**config.mk**
```make
export PLATFORM = sky130hd
export DESIGN_NAME = pci_reset_sequencer_flat
export DESIGN_NICKNAME = d
export VERILOG_FILES = /design/src/rtl/pci_reset_sequencer_pkg.sv /design/src/rtl/pci_reset_sequencer_if.sv /design/src/rtl/pci_reset_filter.sv /design/src/rtl/pci_reset_sequencer.sv /design/src/flat_wrapper.sv
export SDC_FILE = /design/constraint.sdc
export NUM_CORES = 1
export LEC_CHECK = 0
export CAP_MARGIN = 20
export CORE_MARGIN = 2
export CORE_UTILIZATION = 40
export DETAILED_ROUTE_END_ITERATION = 16
export GPL_TIMING_DRIVEN = 0
export PLACE_DENSITY = 0.64
export REMOVE_ABC_BUFFERS = 1
export SLEW_MARGIN = 10
export SYNTH_ARGS = -nofsm -noshare
export SYNTH_HDL_FRONTEND = slang
export SYNTH_SLANG_ARGS = --single-unit
```
**constraint.sdc**
```tcl
create_clock -name pci_clk -period 3.75 [get_ports pci_clk]
set_input_delay 0.75 -clock pci_clk [delete_from_list [all_inputs] [get_ports pci_clk]]
set_output_delay 0.75 -clock pci_clk [all_outputs]
set_load 0.01 [all_outputs]
```
**src/rtl/pci_reset_sequencer_pkg.sv**
```systemverilog
`default_nettype none
// ============================================================================
//  Module      : pci_reset_sequencer_pkg
//  Description : Shared constants for the PCI reset sequencer: state
//                encodings, their 3-bit width and the sequencing counter width.
//  Revision    : 1.0 - initial release
// ============================================================================
package pci_reset_sequencer_pkg;

    localparam int SEQ_STATE_W = 3;

    // Counter must span LOCK_TIMEOUT-1 and DRIVE_CYCLES-1 (up to 65535)
    // and STAGGER_CYCLES*NUM_DOMAINS (up to 2048).
    localparam int SEQ_CNT_W = 17;

    typedef enum logic [SEQ_STATE_W-1:0] {
        ST_HOLD      = 3'd0,
        ST_WAIT_LOCK = 3'd1,
        ST_RELEASE   = 3'd2,
        ST_RUN       = 3'd3,
        ST_DRIVE     = 3'd4
    } seq_state_t;

endpackage
`default_nettype wire

```
**src/rtl/pci_reset_sequencer_if.sv**
```systemverilog
`default_nettype none
// ============================================================================
//  Module      : pci_reset_sequencer_if
//  Description : Pad, PLL, software request and reset-domain signals of the
//                PCI reset sequencer. slave = sequencer side, master = the
//                environment driving it.
//  Revision    : 1.0 - initial release
// ============================================================================
interface pci_reset_sequencer_if
    import pci_reset_sequencer_pkg::*;
#(
    parameter int NUM_DOMAINS = 4
);
    logic                   pci_reset_in_l;
    logic                   pll_locked;
    logic                   sw_reset_req;
    logic [NUM_DOMAINS-1:0] domain_reset;
    logic                   pci_reset_out_oe;
    logic                   reset_done;
    logic                   lock_timeout;
    logic [SEQ_STATE_W-1:0] seq_state;

    modport slave (
        input  pci_reset_in_l, pll_locked, sw_reset_req,
        output domain_reset, pci_reset_out_oe, reset_done, lock_timeout, seq_state
    );

    modport master (
        output pci_reset_in_l, pll_locked, sw_reset_req,
        input  domain_reset, pci_reset_out_oe, reset_done, lock_timeout, seq_state
    );
endinterface
`default_nettype wire

```
**src/rtl/pci_reset_filter.sv**
```systemverilog
`default_nettype none
// ============================================================================
//  Module      : pci_reset_filter
//  Description : Two-flop synchronizer plus persistence filter for the raw
//                active-low PCI pad reset. ext_rst_o (active high) only
//                changes after FILTER_CYCLES consecutive synchronized samples
//                of the opposite level.
//  Revision    : 1.0 - initial release
// ============================================================================
module pci_reset_filter #(
    parameter int FILTER_CYCLES = 4
) (
    input  wire logic pci_clk,
    input  wire logic pci_reset,
    input  wire logic rst_in_l_i,
    output logic      ext_rst_o
);
    localparam int CNT_W = (FILTER_CYCLES < 2) ? 1 : $clog2(FILTER_CYCLES + 1);
    localparam logic [CNT_W-1:0] c_cnt_last = CNT_W'(FILTER_CYCLES - 1);

    logic             meta_q;
    logic             sync_q;
    logic             ext_rst_q;
    logic [CNT_W-1:0] cnt_q;
    logic             w_raw_rst;

    // Synchronize the pad; flops come out of reset showing an asserted pad.
    always_ff @(posedge pci_clk) begin
        if (pci_reset) begin
            meta_q <= 1'b0;
            sync_q <= 1'b0;
        end else begin
            meta_q <= rst_in_l_i;
            sync_q <= meta_q;
        end
    end

    assign w_raw_rst = ~sync_q;

    // Count consecutive disagreeing samples; flip once the run is long enough.
    always_ff @(posedge pci_clk) begin
        if (pci_reset) begin
            ext_rst_q <= 1'b1;
            cnt_q     <= '0;
        end else if (w_raw_rst != ext_rst_q) begin
            if (cnt_q == c_cnt_last) begin
                ext_rst_q <= w_raw_rst;
                cnt_q     <= '0;
            end else begin
                cnt_q <= cnt_q + 1'b1;
            end
        end else begin
            cnt_q <= '0;
        end
    end

    assign ext_rst_o = ext_rst_q;
endmodule
`default_nettype wire

```
**src/rtl/pci_reset_sequencer.sv**
```systemverilog
`default_nettype none
// ============================================================================
//  Module      : pci_reset_sequencer
//  Description : PCI reset sequencer. Filters the pad reset, waits for PLL
//                lock (with timeout), releases downstream reset domains in a
//                staggered order and optionally drives a software bus reset.
//                Optional feature macro: PCI_RESET_SW_DRIVE_EN enables the
//                DRIVE state and the sw_reset_req path.
//  Revision    : 1.0 - initial release
// ============================================================================
module pci_reset_sequencer
    import pci_reset_sequencer_pkg::*;
#(
    parameter int NUM_DOMAINS    = 4,
    parameter int FILTER_CYCLES  = 4,
    parameter int LOCK_TIMEOUT   = 1024,
    parameter int STAGGER_CYCLES = 8,
    parameter int DRIVE_CYCLES   = 64
) (
    input  wire logic             pci_clk,
    input  wire logic             pci_reset,
    pci_reset_sequencer_if.slave  bus
);
    localparam logic [SEQ_CNT_W-1:0] c_lock_last    = SEQ_CNT_W'(LOCK_TIMEOUT - 1);
    localparam logic [SEQ_CNT_W-1:0] c_release_last = SEQ_CNT_W'(STAGGER_CYCLES * NUM_DOMAINS - 1);
    localparam logic [SEQ_CNT_W-1:0] c_drive_last   = SEQ_CNT_W'(DRIVE_CYCLES - 1);

    seq_state_t             state_q, state_d;
    logic [SEQ_CNT_W-1:0]   cnt_q, cnt_d;
    logic                   lock_timeout_q, lock_timeout_d;
    logic [NUM_DOMAINS-1:0] domain_reset_q, domain_reset_d;
    logic                   lock_meta_q, lock_sync_q;
    logic                   w_ext_rst;
    logic                   w_sw_req;

    pci_reset_filter #(
        .FILTER_CYCLES (FILTER_CYCLES)
    ) u_ext_filter (
        .pci_clk    (pci_clk),
        .pci_reset  (pci_reset),
        .rst_in_l_i (bus.pci_reset_in_l),
        .ext_rst_o  (w_ext_rst)
    );

    // Plain two-flop synchronizer for PLL lock; reads unlocked out of reset.
    always_ff @(posedge pci_clk) begin
        if (pci_reset) begin
            lock_meta_q <= 1'b0;
            lock_sync_q <= 1'b0;
        end else begin
            lock_meta_q <= bus.pll_locked;
            lock_sync_q <= lock_meta_q;
        end
    end

`ifdef PCI_RESET_SW_DRIVE_EN
    logic oe_q;

    assign w_sw_req = bus.sw_reset_req;

    // Pad output enable follows DRIVE one-for-one, registered.
    always_ff @(posedge pci_clk) begin
        if (pci_reset) begin
            oe_q <= 1'b0;
        end else begin
            oe_q <= (state_d == ST_DRIVE);
        end
    end

    assign bus.pci_reset_out_oe = oe_q;
`else
    logic unused_sw_reset_req;

    assign unused_sw_reset_req  = bus.sw_reset_req;
    assign w_sw_req             = 1'b0;
    assign bus.pci_reset_out_oe = 1'b0;
`endif

    // Next-state, shared counter and next domain reset pattern.
    always_comb begin
        state_d        = state_q;
        lock_timeout_d = lock_timeout_q;
        cnt_d          = '0;
        domain_reset_d = '1;

        unique case (state_q)
            ST_HOLD: begin
                if (!w_ext_rst) state_d = ST_WAIT_LOCK;
            end
            ST_WAIT_LOCK: begin
                if (w_ext_rst) begin
                    state_d = ST_HOLD;
                end else if (lock_sync_q) begin
                    state_d = ST_RELEASE;
                end else if (cnt_q == c_lock_last) begin
                    state_d        = ST_RELEASE;
                    lock_timeout_d = 1'b1;
                end
            end
            ST_RELEASE: begin
                if (w_ext_rst) begin
                    state_d = ST_HOLD;
                end else if (cnt_q == c_release_last) begin
                    state_d = ST_RUN;
                end
            end
            ST_RUN: begin
                // Pad reset outranks a software request, which outranks lock loss.
                if (w_ext_rst) begin
                    state_d = ST_HOLD;
                end else if (w_sw_req) begin
                    state_d = ST_DRIVE;
                end else if (!lock_sync_q && !lock_timeout_q) begin
                    state_d = ST_WAIT_LOCK;
                end
            end
            ST_DRIVE: begin
                // Looped-back pad reset is deliberately ignored while driving.
                if (cnt_q == c_drive_last) state_d = ST_HOLD;
            end
            default: state_d = ST_HOLD;
        endcase

        // Counter restarts on every state entry and only runs where it is timed.
        if (state_d == state_q &&
            (state_q == ST_WAIT_LOCK || state_q == ST_RELEASE || state_q == ST_DRIVE)) begin
            cnt_d = cnt_q + 1'b1;
        end

        for (int k = 0; k < NUM_DOMAINS; k++) begin
            if (state_d == ST_RELEASE) begin
                domain_reset_d[k] = (cnt_d < SEQ_CNT_W'(STAGGER_CYCLES * (k + 1)));
            end else begin
                domain_reset_d[k] = (state_d != ST_RUN);
            end
        end
    end

    // State register plus registered domain resets and sticky timeout flag.
    always_ff @(posedge pci_clk) begin
        if (pci_reset) begin
            state_q        <= ST_HOLD;
            cnt_q          <= '0;
            lock_timeout_q <= 1'b0;
            domain_reset_q <= '1;
        end else begin
            state_q        <= state_d;
            cnt_q          <= cnt_d;
            lock_timeout_q <= lock_timeout_d;
            domain_reset_q <= domain_reset_d;
        end
    end

    assign bus.domain_reset = domain_reset_q;
    assign bus.reset_done   = (state_q == ST_RUN);
    assign bus.lock_timeout = lock_timeout_q;
    assign bus.seq_state    = state_q;
endmodule
`default_nettype wire
```
**src/flat_wrapper.sv**
```systemverilog
// flat-port wrapper written by rule: the top's interface ports become plain ports
module pci_reset_sequencer_flat import pci_reset_sequencer_pkg::*;
#(
    parameter int NUM_DOMAINS    = 4,
    parameter int FILTER_CYCLES  = 4,
    parameter int LOCK_TIMEOUT   = 1024,
    parameter int STAGGER_CYCLES = 8,
    parameter int DRIVE_CYCLES   = 64
)
  (pci_clk, pci_reset, bus_pci_reset_in_l, bus_pll_locked, bus_sw_reset_req, bus_domain_reset, bus_pci_reset_out_oe, bus_reset_done, bus_lock_timeout, bus_seq_state);
  pci_reset_sequencer_if #(.NUM_DOMAINS(NUM_DOMAINS)) bus_i ();
  input  wire logic pci_clk;
  input  wire logic pci_reset;
  input wire logic [$bits(bus_i.pci_reset_in_l)-1:0] bus_pci_reset_in_l;
  input wire logic [$bits(bus_i.pll_locked)-1:0] bus_pll_locked;
  input wire logic [$bits(bus_i.sw_reset_req)-1:0] bus_sw_reset_req;
  output wire logic [$bits(bus_i.domain_reset)-1:0] bus_domain_reset;
  output wire logic [$bits(bus_i.pci_reset_out_oe)-1:0] bus_pci_reset_out_oe;
  output wire logic [$bits(bus_i.reset_done)-1:0] bus_reset_done;
  output wire logic [$bits(bus_i.lock_timeout)-1:0] bus_lock_timeout;
  output wire logic [$bits(bus_i.seq_state)-1:0] bus_seq_state;
  assign bus_i.pci_reset_in_l = bus_pci_reset_in_l;
  assign bus_i.pll_locked = bus_pll_locked;
  assign bus_i.sw_reset_req = bus_sw_reset_req;
  assign bus_domain_reset = bus_i.domain_reset;
  assign bus_pci_reset_out_oe = bus_i.pci_reset_out_oe;
  assign bus_reset_done = bus_i.reset_done;
  assign bus_lock_timeout = bus_i.lock_timeout;
  assign bus_seq_state = bus_i.seq_state;
  pci_reset_sequencer #(.NUM_DOMAINS(NUM_DOMAINS), .FILTER_CYCLES(FILTER_CYCLES), .LOCK_TIMEOUT(LOCK_TIMEOUT), .STAGGER_CYCLES(STAGGER_CYCLES), .DRIVE_CYCLES(DRIVE_CYCLES)) u_core (.pci_clk(pci_clk), .pci_reset(pci_reset), .bus(bus_i));
endmodule
```
==> impl_metrics.tcl <==
set metrics [dict create \
    drive_gt1_share_pct 10.3 \
    postCtsResizedCells 0 \
    area_growth_pct 12.9 \
    routed_wl_mm 2.99 \
    whs_path_depth 1 \
    min_to "u_core.u_ext_filter.cnt_q[0]" \
    yosys_warnings 0 \
    placement.io_buffers 12 \
    hpwlAfterDp_mm 2.12 \
    r2r_cells 7 \
    arrival_ns 2.68 \
    r2r-end "u_core.cnt_q[11]" \
    relSlewSlack_pct 60.2 \
    rsz0062_at_grt "no" \
    powerDensity_nw_per_um2 341 \
    path_class "reg -> reg" \
    synth_area_leaders "dfxtp_1, xor2_1, nor2_1" \
    vias_per_cell 5.22 \
    min_path_type "reg -> reg" \
    intPower_uw 485 \
    synth-seq-cells 33 \
    end_kind "flop" \
    fin_cells 245 \
    syn_area_um2 1620 \
    clockBufferDepth 2 \
    grt.overflow.total 0 \
    first_iter_violations 35 \
    cts.sinks 33 \
    worstPathMaxFanout 17 \
    crit_chain "ha_1, nand4_2, nor3_4, a21boi_0, a31oi_1, or2_1, nor2_1" \
    cp_data_required_time_ns 3.90 \
    fmax_mhz 395 \
    drv_cap 0 \
    grt_usage_pct 14.9 \
    hold_start "u_core.u_ext_filter.cnt_q[0]" \
    cts_tree "built" \
    synth_top_area_cell "dfxtp_1" \
    tns_ns 0 \
    p_comb_share_pct 1.2 \
    initial_core_util_pct 41.1 \
    remaining_drc_errors 0 \
    grt_pass1_wl_mm 5.06 \
    rrSetupSlack_ns 1.22 \
    critPathBufInv 0 \
    clk_latency_ns 0.29 \
    grt_pass1_vias 1129 \
    rows 23 \
    critical_path.max_stage_delay_ns 0.53 \
    final_nets 202 \
    gp_congestion 0.760 \
    die-width_um 67.7 \
    total_power_uw 624 \
    ys_seq_area_share_pct 40.7 \
    cts_buffers 5 \
    dr_total_vias 1280 \
    r2r_start "u_core.cnt_q[0]" \
    crit_family "simple AND/OR/NAND/NOR gates" \
    postCtsHoldBufs 0 \
    grt_start_max_net_pins 18 \
    core_um2 3940 \
    p_sw_uw 139 \
    antenna_left 0 \
    vdd_ir_drop_max_uv 227 \
    seqPwrFrac_pct 56.6 \
    htree_levels 2 \
    netlist.area_leader.share_pct 40.7 \
    setup-violations-final 0 \
    skew_ns 0.00702 \
    slew_viol_final 0 \
    fillerInstances 388 \
    first_pass_iters 4 \
    cp_slowest_cell "or2_1" \
    clockPowerShare_pct 42.1 \
    status "finished, final reports clean" \
    clkTransAtPathRegs_ns 0.07 \
    hold_violations 0 \
    insertedDiodeCount 0 \
    worst_pin_slew_ns 0.596 \
    ioPinCount 15 \
    start_kind "flop" \
    post-cts-setup-buffers 0 \
    detail_route.wl_per_cell_um 12.2 \
    clockRootBuffer "clkbuf_8" \
    place_inst 237 \
    antenna_found_initial 0 \
    die_h_um 67.7 \
    syn_avg_cell_area_um2 8.72 \
    timing.final.crit_share_pct 67.4 \
    switching_share_pct 22.3 \
    dieArea_um2 4580 \
    min_period_ns 2.53 \
    synthDistinctLibCells 45 \
    p_leak_nw 0.630 \
    syn_inst 186 \
]
-- how the worst max path moves through the flow --
stage | slack (ns) | end | cells past startpoint | start
global route | 0.96 | u_core.cnt_q[15] | 7 | u_core.cnt_q[0]
detailed placement | 1.21 | u_core.cnt_q[15] | 7 | u_core.cnt_q[0]
CTS | 1.18 | u_core.cnt_q[11] | 7 | u_core.cnt_q[0]
global placement | 1.21 | u_core.cnt_q[14] | 7 | u_core.cnt_q[0]
finish | 1.22 | u_core.cnt_q[11] | 7 | u_core.cnt_q[0]
floorplan | 1.70 | u_core.cnt_q[10] | 7 | u_core.cnt_q[0]
-- area by class of cell --
type,instances,area (um2),share of cell area (%)
clock buffer,5,68.8,3.76
clock inverter,3,17.5,0.957
inverter,6,22.5,1.23
multi-input combinational,136,878,48.0
sequential,33,661,36.1
tap,50,62.6,3.42
timing repair buffer,12,120,6.56
-- cell usage after synthesis (all sizes together) --
cell	count
a21boi	2
a21oi	3
a22oi	2
a31o	1
a31oi	3
a41oi	1
and2	1
and3	2
and4	1
buf	6
clkbuf	5
conb	1
dfxtp	33
ha	3
inv	6
mux2i	1
nand2	12
nand2b	3
nand3	10
nand4	8
nor2	23
nor2b	8
nor3	6
nor3b	1
nor4	5
nor4b	2
o21ai	5
o31a	1
o31ai	3
or2	4
or3	5
xnor2	8
xor2	11
-- power by group through the flow --
stage          combinational (mW)  sequential [mW]  clock (mW)
2_1_floorplan             0.00276            0.361           0
3_3_place_gp              0.00748            0.362           0
3_5_place_dp              0.00755            0.362           0
4_1_cts                   0.00760            0.353       0.270
5_1_grt                   0.00837            0.354       0.285
6_report                  0.00755            0.353       0.263
-- registers in the layout (all words and copies together) (netlist names) --
name and count:
u_core.cnt_q 17, u_core.bus.domain_reset 4, u_core.lock_meta_q 1, u_core.bus.seq_state 3, u_core.u_ext_filter.sync_q 1, u_core.lock_sync_q 1
u_core.u_ext_filter.cnt_q 3, u_core.u_ext_filter.ext_rst_o 1, u_core.u_ext_filter.meta_q 1, u_core.bus.lock_timeout 1
-- metal layers --
layer | wire length (um) | track usage [%]
met1 | 1470 | 19.1
met2 | 1340 | 22.3
met3 | 114 | 3.50
met4 | 62 | 9.18
met5 | 0 | 0
-- logic make-up (layout without fill, tap and decap cells) --
group,count (synthesis),count (layout),synth area share [%]
and+or+nand+nor,91,91,31.8
DFF,33,33,40.7
AOI/OAI and AO/OA,21,21,8.95
xor gates and xnor gates,19,19,10.3
buffers and inverters,17,26,5.09
adders and majority gates,3,3,2.32
other,1,1,0.231
muxes,1,1,0.617
-- metrics by stage --
| stage | area [um2] | hold slack (ns) | utilization, % | setup WS, ns |
|---|---|---|---|---|
| 6_report | 1830 | 0.423 | 46.4 | 1.22 |
| 2_1_floorplan | 1560 | 0.399 | - | 1.70 |
| 3_3_place_gp | 1740 | 0.414 | 44.2 | 1.21 |
| 5_1_grt | 1830 | 0.450 | 46.4 | 0.965 |
| 4_1_cts | 1830 | 0.428 | 46.4 | 1.18 |
| 3_5_place_dp | 1740 | 0.418 | 44.2 | 1.21 |
-- layout by cell type, fill, tap and decap left out, types with 2 or more instances in the layout --
cell / instances
nor2b_1: 8
nor2_1: 23
nor3_1: 4
clkinv_2: 2
nor4_1: 4
o31ai_1: 3
a31oi_1: 3
nand2_1: 12
o21ai_0: 5
a21oi_1: 3
dfxtp_1: 33
clkdlybuf4s50_1: 12
xor2_1: 11
and3_1: 2
xnor2_1: 8
inv_1: 6
clkbuf_8: 5
nand3_1: 9
nand2b_1: 3
a22oi_1: 2
or3_1: 4
nand4_1: 7
ha_1: 3
or2_2: 3
No activity file was read; power rests on OpenSTA's default activity.
